--- src/rtl/can_tx_scheduler_pkg.sv ---
// Shared CAN definitions: frame field widths and scheduler state encodings.
package can_tx_scheduler_pkg;

  localparam int unsigned CAN_ID_W   = 11;
  localparam int unsigned CAN_DATA_W = 64;

  typedef enum logic [2:0] {
    ST_IDLE   = 3'd0,
    ST_SELECT = 3'd1,
    ST_LOAD   = 3'd2,
    ST_START  = 3'd3,
    ST_BUSY   = 3'd4,
    ST_DONE   = 3'd5,
    ST_ERR    = 3'd6
  } sched_state_t;

endpackage

--- src/rtl/can_tx_scheduler_if.sv ---
// Host-write and transmitter-side signal bundle of the CAN TX scheduler.
//   sched_en, wr_*       : host control and mailbox write port
//   txing                : transmitter busy flag (asynchronous phase)
//   address_tx/tx_data   : frame presented to the transmitter
//   tx_start             : launch request
//   pend/busy/done/done_slot/err/wr_rej : status back to the host
// slave = scheduler side, master = host/transmitter side.
interface can_tx_scheduler_if #(
  parameter int unsigned NUM_SLOT = 4
);
  import can_tx_scheduler_pkg::*;

  localparam int unsigned SLOT_W = $clog2(NUM_SLOT);

  logic                  sched_en;
  logic                  wr_en;
  logic [SLOT_W-1:0]     wr_slot;
  logic [CAN_ID_W-1:0]   wr_id;
  logic [CAN_DATA_W-1:0] wr_data;
  logic                  txing;
  logic [CAN_ID_W-1:0]   address_tx;
  logic [CAN_DATA_W-1:0] tx_data;
  logic                  tx_start;
  logic [NUM_SLOT-1:0]   pend;
  logic                  busy;
  logic                  done;
  logic [SLOT_W-1:0]     done_slot;
  logic                  err;
  logic                  wr_rej;

  modport slave (
    input  sched_en, wr_en, wr_slot, wr_id, wr_data, txing,
    output address_tx, tx_data, tx_start, pend, busy, done, done_slot, err, wr_rej
  );

  modport master (
    output sched_en, wr_en, wr_slot, wr_id, wr_data, txing,
    input  address_tx, tx_data, tx_start, pend, busy, done, done_slot, err, wr_rej
  );

endinterface

--- src/rtl/can_tx_scheduler_arbiter.sv ---
// can_id_arbiter: combinational selector over pending mailbox slots.
//   pend      : per-slot pending flags
//   ids       : stored CAN identifiers per slot
//   win_slot  : lowest-ID pending slot (ties go to the lowest index)
//   win_valid : at least one slot pending
module can_id_arbiter
  import can_tx_scheduler_pkg::*;
#(
  parameter int unsigned NUM_SLOT = 4
) (
  input  logic [NUM_SLOT-1:0]         pend,
  input  logic [CAN_ID_W-1:0]         ids [NUM_SLOT],
  output logic [$clog2(NUM_SLOT)-1:0] win_slot,
  output logic                        win_valid
);

  localparam int unsigned SLOT_W = $clog2(NUM_SLOT);

  logic [CAN_ID_W-1:0] best_id;

  // Strict less-than keeps the earlier (lower) index on equal IDs.
  always_comb begin
    win_valid = 1'b0;
    win_slot  = '0;
    best_id   = '1;
    for (int unsigned i = 0; i < NUM_SLOT; i++) begin
      if (pend[i] && (!win_valid || ids[i] < best_id)) begin
        win_valid = 1'b1;
        win_slot  = SLOT_W'(i);
        best_id   = ids[i];
      end
    end
  end

endmodule

--- src/rtl/can_tx_scheduler.sv ---
// can_tx_scheduler: shares one CAN transmitter among NUM_SLOT mailboxes,
// launching the lowest-ID pending frame and retiring it on completion.
//   clk, rst : system clock, synchronous active-high reset
//   bus      : can_tx_scheduler_if.slave (writes, transmitter handshake, status)
// Parameters: NUM_SLOT mailbox count (2..8), TIMEOUT cycles allowed in
// START or BUSY before the frame is aborted (and later retried).
module can_tx_scheduler
  import can_tx_scheduler_pkg::*;
#(
  parameter int unsigned NUM_SLOT = 4,
  parameter int unsigned TIMEOUT  = 50000
) (
  input logic               clk,
  input logic               rst,
  can_tx_scheduler_if.slave bus
);

  localparam int unsigned SLOT_W = $clog2(NUM_SLOT);
  localparam int unsigned CNT_W  = $clog2(TIMEOUT);
  localparam logic [CNT_W-1:0]  CNT_LAST  = CNT_W'(TIMEOUT - 1);
  localparam logic [SLOT_W:0]   SLOT_LIM  = (SLOT_W + 1)'(NUM_SLOT);

  sched_state_t          state, state_nx;
  logic [CAN_ID_W-1:0]   id_mem   [NUM_SLOT];
  logic [CAN_DATA_W-1:0] data_mem [NUM_SLOT];
  logic [NUM_SLOT-1:0]   pend_q;
  logic [SLOT_W-1:0]     act_slot;
  logic [SLOT_W-1:0]     win_slot;
  logic                  win_valid;
  logic [CNT_W-1:0]      cnt;
  logic                  txing_m, txing_s;
  logic [CAN_ID_W-1:0]   addr_q;
  logic [CAN_DATA_W-1:0] data_q;
  logic [SLOT_W-1:0]     done_slot_q;
  logic                  wr_rej_q;
  logic                  act_locked, wr_in_range, wr_ok, wr_ref, sel_fwd;

  can_id_arbiter #(.NUM_SLOT(NUM_SLOT)) u_arb (
    .pend      (pend_q),
    .ids       (id_mem),
    .win_slot  (win_slot),
    .win_valid (win_valid)
  );

  assign act_locked  = (state != ST_IDLE) && (state != ST_SELECT);
  assign wr_in_range = {1'b0, bus.wr_slot} < SLOT_LIM;
  assign wr_ok       = bus.wr_en && wr_in_range && !(act_locked && (bus.wr_slot == act_slot));
  assign wr_ref      = bus.wr_en && !wr_ok;
  // A write landing on the winner during SELECT is forwarded so the frame
  // latched for the transmitter matches what ends up in storage.
  assign sel_fwd     = wr_ok && (bus.wr_slot == win_slot);

  // Mailbox storage and pending flags. A write to the active slot is refused
  // in DONE, so the clear and a write never target the same slot.
  always_ff @(posedge clk) begin
    if (rst) begin
      pend_q <= '0;
      for (int unsigned i = 0; i < NUM_SLOT; i++) begin
        id_mem[i]   <= '0;
        data_mem[i] <= '0;
      end
    end else begin
      if (state == ST_DONE) pend_q[act_slot] <= 1'b0;
      if (wr_ok) begin
        pend_q[bus.wr_slot]   <= 1'b1;
        id_mem[bus.wr_slot]   <= bus.wr_id;
        data_mem[bus.wr_slot] <= bus.wr_data;
      end
    end
  end

  always_ff @(posedge clk) begin
    if (rst) begin
      state       <= ST_IDLE;
      act_slot    <= '0;
      cnt         <= '0;
      addr_q      <= '0;
      data_q      <= '0;
      done_slot_q <= '0;
      wr_rej_q    <= 1'b0;
      txing_m     <= 1'b0;
      txing_s     <= 1'b0;
    end else begin
      state    <= state_nx;
      txing_m  <= bus.txing;
      txing_s  <= txing_m;
      wr_rej_q <= wr_ref;
      // Frame is captured on the SELECT->LOAD edge so it is already valid
      // during LOAD, one cycle ahead of tx_start.
      if (state == ST_SELECT && win_valid) begin
        act_slot <= win_slot;
        addr_q   <= sel_fwd ? bus.wr_id   : id_mem[win_slot];
        data_q   <= sel_fwd ? bus.wr_data : data_mem[win_slot];
      end
      case (state)
        ST_LOAD:  cnt <= '0;
        ST_START: begin
          if (state_nx == ST_BUSY)       cnt <= '0;
          else if (state_nx == ST_START) cnt <= cnt + CNT_W'(1);
        end
        ST_BUSY:  if (state_nx == ST_BUSY) cnt <= cnt + CNT_W'(1);
        default:  ;
      endcase
      if (state == ST_BUSY && state_nx == ST_DONE) done_slot_q <= act_slot;
    end
  end

  always_comb begin
    state_nx = state;
    case (state)
      ST_IDLE:   if (bus.sched_en && (|pend_q)) state_nx = ST_SELECT;
      ST_SELECT: state_nx = win_valid ? ST_LOAD : ST_IDLE;
      ST_LOAD:   state_nx = ST_START;
      ST_START: begin
        if (txing_s)              state_nx = ST_BUSY;
        else if (cnt == CNT_LAST) state_nx = ST_ERR;
      end
      ST_BUSY: begin
        if (!txing_s)             state_nx = ST_DONE;
        else if (cnt == CNT_LAST) state_nx = ST_ERR;
      end
      ST_DONE:   state_nx = ST_IDLE;
      ST_ERR:    state_nx = ST_IDLE;
      default:   state_nx = ST_IDLE;
    endcase
  end

  assign bus.address_tx = addr_q;
  assign bus.tx_data    = data_q;
  assign bus.tx_start   = (state == ST_START);
  assign bus.pend       = pend_q;
  assign bus.busy       = (state != ST_IDLE);
  assign bus.done       = (state == ST_DONE);
  assign bus.done_slot  = done_slot_q;
  assign bus.err        = (state == ST_ERR);
  assign bus.wr_rej     = wr_rej_q;

endmodule

--- src/flat_wrapper.sv ---
// flat-port wrapper written by rule: the top's interface ports become plain ports
module can_tx_scheduler_flat import can_tx_scheduler_pkg::*;
#(
  parameter int unsigned NUM_SLOT = 4,
  parameter int unsigned TIMEOUT  = 50000
)
  (clk, rst, bus_sched_en, bus_wr_en, bus_wr_slot, bus_wr_id, bus_wr_data, bus_txing, bus_address_tx, bus_tx_data, bus_tx_start, bus_pend, bus_busy, bus_done, bus_done_slot, bus_err, bus_wr_rej);
  can_tx_scheduler_if #(.NUM_SLOT(NUM_SLOT)) bus_i ();
  input logic clk;
  input logic rst;
  input wire logic [$bits(bus_i.sched_en)-1:0] bus_sched_en;
  input wire logic [$bits(bus_i.wr_en)-1:0] bus_wr_en;
  input wire logic [$bits(bus_i.wr_slot)-1:0] bus_wr_slot;
  input wire logic [$bits(bus_i.wr_id)-1:0] bus_wr_id;
  input wire logic [$bits(bus_i.wr_data)-1:0] bus_wr_data;
  input wire logic [$bits(bus_i.txing)-1:0] bus_txing;
  output wire logic [$bits(bus_i.address_tx)-1:0] bus_address_tx;
  output wire logic [$bits(bus_i.tx_data)-1:0] bus_tx_data;
  output wire logic [$bits(bus_i.tx_start)-1:0] bus_tx_start;
  output wire logic [$bits(bus_i.pend)-1:0] bus_pend;
  output wire logic [$bits(bus_i.busy)-1:0] bus_busy;
  output wire logic [$bits(bus_i.done)-1:0] bus_done;
  output wire logic [$bits(bus_i.done_slot)-1:0] bus_done_slot;
  output wire logic [$bits(bus_i.err)-1:0] bus_err;
  output wire logic [$bits(bus_i.wr_rej)-1:0] bus_wr_rej;
  assign bus_i.sched_en = bus_sched_en;
  assign bus_i.wr_en = bus_wr_en;
  assign bus_i.wr_slot = bus_wr_slot;
  assign bus_i.wr_id = bus_wr_id;
  assign bus_i.wr_data = bus_wr_data;
  assign bus_i.txing = bus_txing;
  assign bus_address_tx = bus_i.address_tx;
  assign bus_tx_data = bus_i.tx_data;
  assign bus_tx_start = bus_i.tx_start;
  assign bus_pend = bus_i.pend;
  assign bus_busy = bus_i.busy;
  assign bus_done = bus_i.done;
  assign bus_done_slot = bus_i.done_slot;
  assign bus_err = bus_i.err;
  assign bus_wr_rej = bus_i.wr_rej;
  can_tx_scheduler #(.NUM_SLOT(NUM_SLOT), .TIMEOUT(TIMEOUT)) u_core (.clk(clk), .rst(rst), .bus(bus_i));
endmodule
--- config.mk ---
export PLATFORM = sky130hd
export DESIGN_NAME = can_tx_scheduler_flat
export DESIGN_NICKNAME = d
export VERILOG_FILES = /design/src/rtl/can_tx_scheduler_pkg.sv /design/src/rtl/can_tx_scheduler_if.sv /design/src/rtl/can_tx_scheduler_arbiter.sv /design/src/rtl/can_tx_scheduler.sv /design/src/flat_wrapper.sv
export SDC_FILE = /design/constraint.sdc
export NUM_CORES = 1
export LEC_CHECK = 0
export CAP_MARGIN = 5
export CORE_UTILIZATION = 55
export DETAILED_ROUTE_END_ITERATION = 7
export PLACE_DENSITY = 0.87
export SLEW_MARGIN = 20
export SYNTH_ARGS = -nofsm -noshare
export SYNTH_HDL_FRONTEND = slang
export SYNTH_SLANG_ARGS = --single-unit
--- constraint.sdc ---
create_clock -name clk -period 14.1 [get_ports clk]
set_clock_uncertainty 0.1 [all_clocks]
set_input_delay 2.82 -clock clk [delete_from_list [all_inputs] [get_ports clk]]
set_output_delay 2.82 -clock clk [all_outputs]
set_load 0.005 [all_outputs]
# [Yosys cells after proc, flatten, opt, wreduce, memory -nomap -nowiden]
# Memories as Yosys holds them, arrays and structs flattened. A register that Yosys moved wholly into a read port is not among the register bits.
# Cells that the tools add are included.
[classes] addsub=1 div=0 n_reduce_logical=28 order_cmp=10 n_eq_ne=15 mux=42 n_mul=0 shifts=0 bitwise_logic=5
[op_table] cell="11-bit 2-to-1 mux" count=7
[op_table] cell="64-bit 2-to-1 mux" count=1
[op_table] cell="64-bit OR reduction" count=1
[op_table] cell="16-bit 2-to-1 mux" count=3
[op_table] cell="16-bit case mux with 3 select lines" count=1
[op_table] cell="44-bit bitwise mux" count=1
[op_table] cell="11-bit less-than comparator" count=3
[op_table] cell="11-bit binary-select mux with 2-bit select" count=1
[op_table] cell="11-bit demux with 2-bit select" count=1
[op_table] cell="16-bit by 1-bit adder with 16-bit output (second input constant)" count=1
[op_table] cell="16-bit == test (second input constant)" count=1
[op_table] cell="3-bit == test (second input constant)" count=5
[op_table] cell="3-bit case mux with 5 select lines" count=1
[op_table] cell="1-bit logical AND" count=14
[op_table] cell="1-bit 2-to-1 mux" count=13
[op_table] cell="3-bit 2-to-1 mux" count=4
[op_table] cell="4-bit 2-to-1 mux" count=3
[op_table] cell="3-bit by 2-bit == test with 1-bit output (second input constant)" count=3
[op_table] cell="2-bit 2-to-1 mux" count=4
[op_table] cell="3-bit >= comparator (second input constant)" count=2
[op_table] cell="2-bit by 3-bit less-than comparator with 1-bit output (second input constant)" count=2
[op_table] cell="3-bit by 1-bit inequality test with 1-bit output (second input constant)" count=2
[op_table] cell="2-bit inverter with 3-bit output" count=2
[op_table] cell="3-bit nonzero test" count=2
[op_table] cell="14 further kinds" count=23
[word_totals] mem_bits_rw=256 inputBits=82 out_inout_bits=86 latchBits=0 reg_bits=85 romBits=0 word_cells=115 memories=1
[memory_table] name="u_core.data_mem" depth=4 word_bits=64 read_ports=1 rd_ports_with_merged_regs=1 wr=4 line="can_tx_scheduler.sv:25" source="logic [CAN_DATA_W-1:0] data_mem [NUM_SLOT];"

# [Depth between registers and ports, before layout]
# Gate-level depths: netlist of the first run.
[depth] ltp_word=19 depth_mapped=32

# [By module]
# From an unflattened synthesis of the first run, not the netlist that was laid out.
[unflattened] cells_unflattened=1553 hier_area_um2=18811.8
[by_module_without_submodules] module="can_tx_scheduler" cells_each=1391 instances=1 area_each_um2=17455.5
[by_module_without_submodules] module="can_id_arbiter" cells_each=162 instances=1 area_each_um2=1356.3

# [Worst setup path before layout of the first run]
# OpenSTA, ideal clock, no wires.
[synth_timing] path_kind="register to register" startpoint="register u_core.pend_q[0] (netlist: u_core.bus.pend[0])" endpoint="register u_core.data_q[0] (netlist: u_core.bus.tx_data[0]) (read register of u_core.data_mem)" path_buffers=5 setup_time_ns=0.083 slack_ns=7.706 arrival_time_ns=6.212 stages_incl_launch_ff=31 period_less_slack_ns=6.394 path_cell_list="dfxtp_1 > clkbuf_1 > nor2b_1 > ha_1 > and4_1 > o21ai_0 > a21o_1 > a31oi_1 > clkbuf_1 > nand2_1 > o21ai_0 > ha_1 > a21oi_1 > o221ai_1 > a21oi_1 > o21ai_0 > a31oi_4 > clkbuf_1 > o21ai_0 > o31a_1 > ha_1 > a211oi_1 > inv_1 > or3_1 > or4_1 > nand4_1 > a211oi_4 > nand2b_1 > buf_2 > buf_2 > o221ai_1"
[synth_between] elab_chain_cells=14 word_cells_on_any_way=23 cone_classes="order compare: 3; mux: 10; reduce/logical: 10"
[synth_rtl] element="start: declaration" line="can_tx_scheduler.sv:26" source="logic [NUM_SLOT-1:0] pend_q;"
[synth_rtl] element="start signal: assignment" line="can_tx_scheduler.sv:57" source="pend_q <= '0;"
[synth_rtl] element="start signal: indexed assignment" line="can_tx_scheduler.sv:63" source="if (state == ST_DONE) pend_q[act_slot] <= 1'b0;"
[synth_rtl] element="start signal: indexed assignment" line="can_tx_scheduler.sv:65" source="pend_q[bus.wr_slot] <= 1'b1;"
[synth_rtl] element="11-bit 2-to-1 mux / 1-bit 2-to-1 mux (equally long branches)" line="can_tx_scheduler_arbiter.sv:27" source="if (pend[i] && (!win_valid || ids[i] < best_id)) begin"
[synth_rtl] element="11-bit less-than comparator / 1-bit logical NOT (equally long branches)" line="can_tx_scheduler_arbiter.sv:27"
[synth_rtl] element="1-bit logical OR" line="can_tx_scheduler_arbiter.sv:27"
[synth_rtl] element="1-bit logical AND" line="can_tx_scheduler_arbiter.sv:27"
[synth_rtl] element="11-bit 2-to-1 mux / 1-bit 2-to-1 mux (equally long branches)" line="can_tx_scheduler_arbiter.sv:27"
[synth_rtl] element="11-bit less-than comparator / 1-bit logical NOT (equally long branches)" line="can_tx_scheduler_arbiter.sv:27"
[synth_rtl] element="1-bit logical OR" line="can_tx_scheduler_arbiter.sv:27"
[synth_rtl] element="1-bit logical AND" line="can_tx_scheduler_arbiter.sv:27"
[synth_rtl] element="11-bit 2-to-1 mux / 1-bit 2-to-1 mux (equally long branches)" line="can_tx_scheduler_arbiter.sv:27"
[synth_rtl] element="11-bit less-than comparator / 1-bit logical NOT (equally long branches)" line="can_tx_scheduler_arbiter.sv:27"
[synth_rtl] element="1-bit logical OR" line="can_tx_scheduler_arbiter.sv:27"
[synth_rtl] element="1-bit logical AND" line="can_tx_scheduler_arbiter.sv:27"
[synth_rtl] element="1-bit 2-to-1 mux" line="can_tx_scheduler_arbiter.sv:27"
[synth_rtl] element="1-bit logical AND" line="can_tx_scheduler.sv:90" source="if (state == ST_SELECT && win_valid) begin"
[synth_rtl] element="end: declaration" line="can_tx_scheduler.sv:33" source="logic [CAN_DATA_W-1:0] data_q;"
# Parallel ways exist; a longest one is shown, timed or not.
# A chain may end at the register's enable or synchronous reset.

# [Worst setup path after layout of the first run]
[layout_timing] startpoint="register u_core.pend_q[0] (netlist: u_core.bus.pend[0])" endpoint="register u_core.data_q[10] (netlist: u_core.bus.tx_data[10]) (read register of u_core.data_mem)"
# Same word-level chain as after synthesis.

==> out/results.ini, run 1 <==
[yosys]
number_of_synthesized_flops_with_an_enable_pin = 256
synth_warnings = 0
area_share_of_and_or_nand_nor_cells_after_synthesis = 0.137
post_synth_xor_area_fraction = 0.00634
synth_compound_area_frac = 0.190
synth_top_family_by_area = compound AO/OA/AOI/OAI gates
seq_area_frac_synth = 0.601
synth_async_reset_ratio = 0
synthMuxAreaShare = 0.00120
mapped_area_um2 = 17800
net_count_of_the_mapped_netlist = 1742
synthesis.instances = 1630
post_synth_num_cell_types = 66
ys.flop_type = edfxtp_1
yosys_register_bits = 405
syn_avg_cell_area_um2 = 10.9
synth_fa_ha_area_frac = 0.0211

[detailed_routing]
post_drt_wl_per_cell_um = 23.1
detail_route.iter0.violations = 1704
avgViaCountPerCell = 6.48
wirelength_um = 50200
antenna_left = 0
post-route-drc-count = 0
drt_pre_antenna_iters = 5
detailroute.via_count = 14100

[pwr]
pwr-share-clk = 0.407
power.switching_uw = 719
combPwrFrac = 0.119
seqPwrFrac = 0.474
power.density_nw_per_um2 = 135
p_leak_uw = 0.00780
internal_power_uw = 2120
netSwitchingFraction = 0.253
peakVddDrop_mv = 0.0837

[place]
place.port_buffers = 167
place_congestion = 0.923
postPlaceCellArea_um2 = 19700
detailedPlacementHpwl_um = 27900

[timing]
final-max-slew-violation-count = 0
final_hold_viol_count = 0
report.final.setup_viol = 0
setup_tns_ps = 0
least_margin_pin_slew_ps = 1100
timing.final.crit_share = 0.627
unrepaired_setup_endpoints_after_global_routing = no
final_period_minus_worst_setup_slack_ps = 8840
slew-limit-headroom = 0.264
max_clock_freq_ghz = 0.113

[cells_and_area]
layout.cells.most_common = edfxtp_1
area_growth_pct = 18.9
post_route_cells_drive_above_1_share = 0.0661
final.fill_count = 2284
layout.nets = 1849
final_cell_area_um2 = 21100
mostFrequentLayoutCells = edfxtp_1 (256), nand2_1 (206), clkdlybuf4s50_1 (167)

[worst_setup_path]
crit_arrival_ps = 9100
crit_slowest_cell = nand2b_4
worst_ep_required_time_ps = 14360
crit_path_max_fanout = 72
critical-path-top-cell-by-count = o21ai_0
timing.critical_path.from_type = flip-flop
worst_r2r_path_depth = 26
cp_slowest_stage_delay_ps = 940
type_of_the_worst_setup_path = reg -> reg
critPathCaptureType = flip-flop

[floorplanning]
design.portCount = 168
floorplan.core_area_um2 = 31600
row_count = 65
chipWidth_um = 182
die-height_um = 182
floorplan.initialDensity = 0.561
dieArea_um2 = 33000

[global_route]
grt_start_max_net_pins = 76
grt_antenna_before_repair = 1
global_route.peak_usage_layer = met2
total_global_route_track_usage = 0.304
globalRoute.totalOverflow = 0
global_routing_met2_resource_utilization = 0.505
globalRouteMet3Util = 0.0576
first_global_vias = 14200
grt_first_pass_wirelength_um = 77700
grt_met1_use = 0.391

[cts]
cts_htree_levels = 2
cts_made_buffers = 41
ctsRootBufferMaster = clkbuf_16
cts_tree = built
worstSkewPairLatency_ps = 560
postCtsSetupRepairBufs = 0
post_cts_resize_count = 0
clk_transition_reported_paths_ps = 60
cts_num_sinks = 405
clock_tree.buffer_depth = 3
hold_buffers = 0

[status]
run_status = finished, final reports clean

[flow_run]
maxCapViolCount = 0

[min_path]
hold_path_class = reg -> reg
worst_hold_path.num_cells = 1

cell families (layout without fill, tap and decap cells):
logic type | after synthesis | after routing
muxes | 2 | 2
other | 0 | 1
and+or+nand+nor | 533 | 533
DFF | 405 | 405
AOI/OAI and AO/OA | 448 | 448
adders and majority gates | 30 | 30
xor gates and xnor gates | 12 | 12
buffers and inverters | 200 | 340
worst max-delay path, delay by kind of cell, from the launching register on:
family	cells	cell delay, ps
AO/OA/AOI/OAI	16	4660
XOR/XNOR	1	220
adder cells (fa/ha/maj)	3	880
buffers and inverters	1	220
flip-flops	1	650
AND/OR/NAND/NOR	5	1790
registers in the layout (all words and copies together), names as in the netlist:
signal                 flops
u_core.act_slot            2
u_core.bus.address_tx     11
u_core.bus.done_slot       2
u_core.bus.pend            4
u_core.bus.tx_data        64
u_core.bus.wr_rej          1
u_core.cnt                16
u_core.data_mem          256
u_core.id_mem             44
u_core.state               3
u_core.txing_m             1
u_core.txing_s             1
cell usage after synthesis, types with 3 or more instances:
| cell | instances | area share |
|---|---|---|
| a32oi_1 | 8 | 0.0039 |
| buf_1 | 7 | 0.0015 |
| or4_1 | 3 | 0.0013 |
| o221ai_1 | 138 | 0.068 |
| nand2_1 | 209 | 0.044 |
| buf_2 | 21 | 0.0059 |
| nand4_1 | 7 | 0.0025 |
| dfxtp_1 | 149 | 0.17 |
| nand3_1 | 11 | 0.0031 |
| o21ai_0 | 38 | 0.011 |
| nand2b_1 | 6 | 0.0021 |
| nor2b_1 | 18 | 0.0063 |
| edfxtp_1 | 256 | 0.43 |
| o21a_1 | 68 | 0.029 |
| nor2_1 | 161 | 0.034 |
| a31oi_1 | 4 | 0.0014 |
| or3_1 | 12 | 0.0042 |
| a21oi_1 | 41 | 0.012 |
| o21ai_1 | 9 | 0.0025 |
| and3_1 | 19 | 0.0067 |
| a22o_1 | 33 | 0.016 |
| a21o_1 | 3 | 0.0013 |
| clkbuf_1 | 94 | 0.020 |
| nor3b_1 | 3 | 0.0013 |
| a211o_1 | 3 | 0.0015 |
| nand4b_1 | 3 | 0.0015 |
| o31a_1 | 10 | 0.0049 |
| o22ai_1 | 65 | 0.023 |
| ha_1 | 30 | 0.021 |
| inv_1 | 77 | 0.016 |
| and2_1 | 66 | 0.023 |
| nor3_1 | 5 | 0.0014 |
| a211oi_1 | 5 | 0.0021 |
| xor2_1 | 9 | 0.0044 |
stage by stage:
stage	hold slack (ps)	instances	power, µW	worst slack [ps]	util
5_1_grt	371	2172	2920	4790	0.667
3_3_place_gp	330	2096	1690	5840	0.622
6_report	339	2173	2840	5260	0.667
3_5_place_dp	328	2096	1700	5630	0.622
2_1_floorplan	314	1630	1570	7710	-
4_1_cts	342	2172	2840	5560	0.667
area by class of cell:
type                    count  area [µm²]  area share
diodes                      1        2.50    0.000119
clock inverters            23         309      0.0146
clock buffers              53        1120      0.0532
inverters                  77         293      0.0139
multi-input cells        1025        6380       0.303
repair buffers            187        1820      0.0863
well taps                 402         503      0.0238
flip-flops and latches    405       10700       0.506
per-layer routing:
| layer | routed length (µm) | vias up |
|---|---|---|
| met5 | 0 | - |
| met4 | 1630 | 0 |
| met3 | 4660 | 122 |
| met2 | 24300 | 831 |
| met1 | 19600 | 6862 |
| li1 | - | 6268 |
power groups by stage:
stage | registers [µW] | clock network [µW] | logic, µW
final | 1350 | 1160 | 337
after global placement | 1370 | 0 | 321
after floorplan | 1360 | 0 | 210
after detailed placement | 1370 | 0 | 329
after CTS | 1350 | 1160 | 332
after global routing | 1350 | 1210 | 360
worst paths after layout:
kind                            endpoint  slack (ps)          startpoint
setup / recovery  u_core.bus.tx_data[10]        5260  u_core.bus.pend[0]
hold reg to reg           u_core.txing_s         340      u_core.txing_m
hold / removal            u_core.txing_s         340      u_core.txing_m
setup reg to reg  u_core.bus.tx_data[10]        5260  u_core.bus.pend[0]
Note: power is estimated with default switching activity, not from simulation.
==> run 2: changes to the inputs <==
==> constraint.sdc (replaced) <==
create_clock -name clk -period 8.9 [get_ports clk]
set_clock_uncertainty 0.1 [all_clocks]
set_input_delay 1.78 -clock clk [delete_from_list [all_inputs] [get_ports clk]]
set_output_delay 1.78 -clock clk [all_outputs]
set_load 0.005 [all_outputs]
==> run 2 against run 1 <==
Against the previous run:
- total power grew 57%
- die area is the same
- register-to-register slack lost 4300 ps
- clock power grew 53%
- fmax grew 11%
- clock-buffer cell count shrank 5
- via count grew 0.65%
- setup slack lost 4300 ps
- worst hold slack gained 13 ps
- sequential power grew 58%
- sequential cell count is the same
- critical endpoint is now u_core.bus.tx_data[16]
- largest power group unchanged
- final cell count grew 0.51%
==> out/results.ini, run 2 (synthesized netlist as in run 1, its figures left out) <==
[cells_and_area]
layout.nets = 1860  ; was 1849
largest-register = u_core.data_mem  ; unchanged
post_route_cells_drive_above_1_share = 0.0713  ; was 0.0661
layout.cells.most_common = edfxtp_1  ; unchanged
antennaDiodeCount = 0  ; was 1
postLayoutCoreUtil = 0.670  ; was 0.667
mostFrequentLayoutCells = edfxtp_1 (256), nand2_1 (206), clkdlybuf4s50_1 (167)  ; unchanged
final_cell_area_um2 = 21200  ; was 21100 µm²
area_growth_pct = 19.4  ; was 18.9%
largest_register_ffs = 256  ; unchanged

[cts]
worstSkewPairLatency_ps = 540  ; was 560 ps
clk_transition_reported_paths_ps = 60  ; about the same
cts_tree = built  ; unchanged
clock_tree.buffer_depth = 3  ; unchanged
cts_num_sinks = 405  ; unchanged
cts_made_buffers = 42  ; was 41
ctsRootBufferMaster = clkbuf_16  ; unchanged
cts_htree_levels = 2  ; unchanged
postCtsSetupRepairBufs = 0  ; unchanged

[floorplanning]
row_count = 65  ; unchanged
floorplan.initialDensity = 0.561  ; unchanged
dieArea_um2 = 33000  ; unchanged
chipWidth_um = 182  ; unchanged
floorplan.core_area_um2 = 31600  ; unchanged
die-height_um = 182  ; unchanged
design.portCount = 168  ; unchanged

[global_route]
grt_antenna_before_repair = 0  ; was 1
grt_first_pass_wirelength_um = 77800  ; was 77700 µm
total_global_route_track_usage = 0.302  ; was 0.304
grt_start_max_net_pins = 75  ; was 76
globalRoute.totalOverflow = 0  ; unchanged
first_global_vias = 14300  ; was 14.2k

[detailed_routing]
avgViaCountPerCell = 6.49  ; was 6.48
drt_pre_antenna_iters = 6  ; was 5
wirelength_um = 50100  ; was 50200 µm
detailroute.via_count = 14200  ; was 14.1k
antenna_left = 0  ; unchanged
detail_route.iter0.violations = 1670  ; was 1704
post-route-drc-count = 0  ; unchanged
post_drt_wl_per_cell_um = 22.9  ; was 23.1 µm

[worst_setup_path]
critPathCaptureType = flip-flop  ; unchanged
type_of_the_worst_setup_path = reg -> reg  ; unchanged
crit_path_max_fanout = 34  ; was 72
timing.critical_path.from_type = flip-flop  ; unchanged
critical-path-top-cell-by-count = o21ai_0  ; unchanged
cp_slowest_stage_delay_ps = 680  ; was 940 ps
crit_slowest_cell = o41ai_2  ; was nand2b_4
worst_ep_required_time_ps = 9210  ; was 14360 ps
crit_arrival_ps = 8300  ; was 9100 ps

[pwr]
totalPowerFinal_uw = 4460  ; was 2840 µW
peakVddDrop_mv = 0.129  ; was 0.0837 mV
p_leak_uw = 0.00785  ; was 0.00780 µW
power.density_nw_per_um2 = 210  ; was 135 nW/µm²

[timing]
least_margin_pin_slew_ps = 1110  ; was 1100 ps
setup_tns_ps = 0  ; unchanged
max_clock_freq_ghz = 0.125  ; was 0.113 GHz
slew-limit-headroom = 0.259  ; was 0.264
final_hold_viol_count = 0  ; unchanged
holdWs_ps = 352  ; was 339 ps
final-max-slew-violation-count = 0  ; unchanged
report.final.setup_viol = 0  ; unchanged
unrepaired_setup_endpoints_after_global_routing = no  ; unchanged
timing.final.crit_share = 0.897  ; was 0.627
final_period_minus_worst_setup_slack_ps = 7990  ; was 8840 ps

[min_path]
hold_path_class = reg -> reg  ; unchanged

[place]
place_congestion = 0.952  ; was 0.923
detailedPlacementHpwl_um = 28900  ; was 27900 µm
place.port_buffers = 167  ; unchanged
postPlaceCellArea_um2 = 19800  ; was 19700 µm²

[flow_run]
maxCapViolCount = 0  ; unchanged

[status]
run_status = finished, final reports clean  ; unchanged

run 2: cell type report:
cell class              count  area, µm²
flip-flops and latches    405      10700
clock buffers              48       1090
repair buffers            197       1950
inverters                  77        293
well taps                 402        503
multi-input cells        1025       6390
fillers                  2197      10400
clock inverters            30        298
run 2: worst paths after layout:
| check | startpoint | endpoint | slack (ps) | cells after the start |
|---|---|---|---|---|
| max | u_core.bus.pend[0] | u_core.bus.tx_data[16] | 910 | 28 |
| min reg2reg | u_core.txing_m | u_core.txing_s | 350 | 1 |
| min | u_core.txing_m | u_core.txing_s | 350 | 1 |
| max reg2reg | u_core.bus.pend[0] | u_core.bus.tx_data[16] | 910 | 28 |
run 2: what timing repair did:
| item | in CTS | in global routing |
|---|---|---|
| resized for setup | 0 | 1 |
| hold buffers | 0 | 0 |
| setup endpoints to repair | 0 | 36 |
run 2: metrics by stage:
stage          setup WS, ps  std cells
2_1_floorplan          2510       1630
3_3_place_gp           1080       2105
3_5_place_dp            854       2106
4_1_cts                 816       2184
5_1_grt                 174       2184
6_report                913       2184
run 2: power breakdown:
group          total (µW)  internal, µW  switching, µW
clock network        1780          1040            739
logic                 548           205            343
registers            2130          2090           43.3
run 2: worst max-delay path, delay by kind of cell, from the launching register on:
kind	cells	cell delay [ps]
simple gates	4	900
fa+ha+maj	3	810
flops	1	670
compound gates	19	4730
buf+inv	2	620
run 2: per-layer routing:
metal | vias to the layer above | global-route usage | wire (µm)
met3 | 120 | 0.0538 | 5130
met1 | 6853 | 0.396 | 19300
met5 | - | 0 | 0
met2 | 910 | 0.494 | 24000
li1 | 6292 | - | -
met4 | 0 | 0.133 | 1630
==> run 3: changes to the inputs <==
--- a/config.mk
+++ b/config.mk
@@ -5,10 +5,12 @@
 export SDC_FILE = /design/constraint.sdc
 export NUM_CORES = 1
 export LEC_CHECK = 0
+export ABC_CLOCK_PERIOD_IN_PS = 8900
 export CAP_MARGIN = 5
 export CORE_UTILIZATION = 55
 export DETAILED_ROUTE_END_ITERATION = 7
-export PLACE_DENSITY = 0.87
+export DONT_BUFFER_PORTS = 1
+export PLACE_DENSITY = 0.8
 export SLEW_MARGIN = 20
 export SYNTH_ARGS = -nofsm -noshare
 export SYNTH_HDL_FRONTEND = slang
==> run 3 against run 2 <==
Against the previous run:
- register-to-register slack better by 200 ps
- fmax grew 2.6%
- total power rose by 0.30%
- utilization shrank 5.1 points
- combinational power down 14%
==> out/results.ini, run 3 (synthesized netlist as in run 1, its figures left out) <==
[status]
run_status = finished, final reports clean  ; unchanged

[worst_setup_path]
kind_of_cell_adding_the_most_delay_to_the_critical_path = compound AO/OA/AOI/OAI gates  ; unchanged
crit_path_end = u_core.bus.tx_data[58]  ; was u_core.bus.tx_data[16]
crit_arrival_ps = 8060  ; was 8300 ps
worst_r2r_endpoint = u_core.bus.tx_data[58]  ; was u_core.bus.tx_data[16]
type_of_the_worst_setup_path = reg -> reg  ; unchanged
critPathLaunch = u_core.bus.pend[0]  ; unchanged
crit_path_max_fanout = 64  ; was 34
worst_ep_required_time_ps = 9180  ; was 9210 ps
cp_bufs_invs = 4  ; was 2
critical-path-top-cell-by-count = o21ai_0  ; unchanged
rrSetupSlack_ps = 1120  ; was 910 ps
timing.critical_path.from_type = flip-flop  ; unchanged
cp_num_cells = 27  ; was 28
r2r_start = u_core.bus.pend[0]  ; unchanged
critPathCaptureType = flip-flop  ; unchanged
crit_slowest_cell = buf_4  ; was o41ai_2
worst_r2r_path_depth = 27  ; was 28
cp_slowest_stage_delay_ps = 710  ; was 680 ps

[pwr]
power.switching_uw = 1110  ; was 1130 µW
netSwitchingFraction = 0.248  ; was 0.253
peakVddDrop_mv = 0.171  ; was 0.129 mV
internal_power_uw = 3360  ; was 3330 µW
power.density_nw_per_um2 = 228  ; was 210 nW/µm²
pwr-share-clk = 0.418  ; was 0.398
p_leak_uw = 0.00729  ; was 0.00785 µW
combPwrFrac = 0.105  ; was 0.123
seqPwrFrac = 0.477  ; was 0.479

[global_route]
first_global_vias = 13100  ; was 14.3k
grt_antenna_before_repair = 0  ; unchanged
total_global_route_track_usage = 0.287  ; was 0.302
globalRoute.totalOverflow = 0  ; unchanged
grt_first_pass_wirelength_um = 73500  ; was 77800 µm
grt_start_max_net_pins = 77  ; was 75

[detailed_routing]
post_drt_wl_per_cell_um = 23.7  ; was 22.9 µm
drt_pre_antenna_iters = 6  ; unchanged
detail_route.iter0.violations = 1217  ; was 1670
detailroute.via_count = 13200  ; was 14.2k
antenna_left = 0  ; unchanged
post-route-drc-count = 0  ; unchanged
avgViaCountPerCell = 6.54  ; was 6.49
wirelength_um = 47600  ; was 50100 µm

[cts]
cts_num_sinks = 405  ; unchanged
cts_htree_levels = 2  ; unchanged
cts_tree = built  ; unchanged
hold_buffers = 0  ; unchanged
ctsRootBufferMaster = clkbuf_16  ; unchanged
post_cts_resize_count = 0  ; unchanged
postCtsSetupRepairBufs = 0  ; unchanged
worstSkewPairLatency_ps = 550  ; was 540 ps
cts_made_buffers = 43  ; was 42
clock_tree.buffer_depth = 3  ; unchanged
clk_transition_reported_paths_ps = 60  ; about the same

[cells_and_area]
final.fill_count = 2436  ; was 2197
layout.nets = 1689  ; was 1860
post_route_cells_drive_above_1_share = 0.0825  ; was 0.0713
largest_register_ffs = 256  ; unchanged
layout.cells.most_common = edfxtp_1  ; unchanged
area_growth_pct = 10.4  ; was 19.4%
mostFrequentLayoutCells = edfxtp_1 (256), nand2_1 (206), nor2_1 (157)  ; was edfxtp_1 (256), nand2_1 (206), clkdlybuf4s50_1 (167)
antennaDiodeCount = 0  ; unchanged
largest-register = u_core.data_mem  ; unchanged

[place]
place_congestion = 0.960  ; was 0.952
detailedPlacementHpwl_um = 26500  ; was 28900 µm
place.port_buffers = 0  ; was 167

[floorplanning]
floorplan.initialDensity = 0.561  ; unchanged
floorplan.core_area_um2 = 31600  ; unchanged
design.portCount = 168  ; unchanged
dieArea_um2 = 33000  ; unchanged
row_count = 65  ; unchanged
die-height_um = 182  ; unchanged
chipWidth_um = 182  ; unchanged

[timing]
max_clock_freq_ghz = 0.128  ; was 0.125 GHz
final-max-slew-violation-count = 0  ; unchanged
holdWs_ps = 338  ; was 352 ps
unrepaired_setup_endpoints_after_global_routing = no  ; unchanged
final_period_minus_worst_setup_slack_ps = 7780  ; was 7990 ps
timing.final.crit_share = 0.874  ; was 0.897
setup_tns_ps = 0  ; unchanged
final_hold_viol_count = 0  ; unchanged
report.final.setup_viol = 0  ; unchanged
slew-limit-headroom = 0.269  ; was 0.259
least_margin_pin_slew_ps = 1100  ; was 1110 ps

[flow_run]
maxCapViolCount = 0  ; unchanged

[min_path]
hold_path_class = reg -> reg  ; unchanged

## run 3: changes by cell type in the layout (fill, tap and decap cells not counted), moves of 2 or more
| cell | previous run | this run |
|---|---|---|
| clkbuf_8 | 0 | 8 |
| buf_4 | 26 | 20 |
| buf_12 | 3 | 5 |
| clkbuf_16 | 43 | 45 |
| inv_2 | 0 | 3 |
| clkdlybuf4s50_1 | 167 | 0 |
| clkinv_1 | 8 | 1 |
| clkinvlp_4 | 4 | 1 |
## run 3: worst register-to-register path: stages, from the launching register on
cell and delay, ps:
dfxtp_1 690, nor2b_1 280, ha_1 180, and4_1 250
o21ai_0 130, a21o_1 210, a31oi_2 370, buf_4 290
nand2_1 70, o21ai_0 120, ha_1 300, o21a_1 180
a21oi_1 160, o21ai_0 240, a31oi_4 660, o21ai_0 220
o31a_1 150, ha_1 310, a211oi_1 380, inv_1 100
o31ai_1 460, a211oi_2 130, buf_4 220, xnor2_1 280
a211oi_4 90, nand2_2 90, buf_4 710, o221ai_1 270
## run 3: worst min path at each step
stage / cells after the start / slack (ps) / to / startpoint
global placement: 1 / 330 / u_core.txing_s / u_core.txing_m
detailed placement: 1 / 330 / u_core.txing_s / u_core.txing_m
CTS: 1 / 340 / u_core.txing_s / u_core.txing_m
global route: 1 / 360 / u_core.txing_s / u_core.txing_m
finish: 1 / 340 / u_core.txing_s / u_core.txing_m
floorplan: 1 / 310 / u_core.txing_s / u_core.txing_m
## run 3: cell type report
| cell class | count | area, µm² | share of cell area |
|---|---|---|---|
| Sequential cell | 405 | 10700 | 0.544 |
| Clock buffer | 58 | 1250 | 0.0640 |
| Multi-Input combinational cell | 1025 | 6390 | 0.326 |
| Clock inverter | 22 | 240 | 0.0123 |
| Tap cell | 402 | 503 | 0.0257 |
| Inverter | 77 | 289 | 0.0147 |
| Timing Repair Buffer | 25 | 250 | 0.0128 |
## run 3: per-layer routing
metal	track usage	wire [µm]	up-vias
met5	0	0	-
li1	-	-	5942
met4	0.109	1520	0
met1	0.365	18600	6460
met3	0.0624	4590	109
met2	0.482	23000	660
## run 3: metrics by stage
step / cells / cell area (µm²) / setup WS (ps) / util / power [µW]
3_5_place_dp: 1934 / 18100 / 1320 / 0.572 / 2640
6_report: 2014 / 19600 / 1120 / 0.620 / 4470
4_1_cts: 2014 / 19600 / 1220 / 0.619 / 4480
5_1_grt: 2014 / 19600 / 589 / 0.620 / 4600
2_1_floorplan: 1630 / 17800 / 2510 / - / 2490
3_3_place_gp: 1934 / 18100 / 1610 / 0.572 / 2620
## run 3: power groups by stage
stage               registers [µW]  logic, µW  clock network [µW]
floorplan                     2160        333                   0
global placement              2170        453                   0
global route                  2140        508                1950
CTS                           2130        465                1880
detailed placement            2170        462                   0
finish                        2130        470                1870
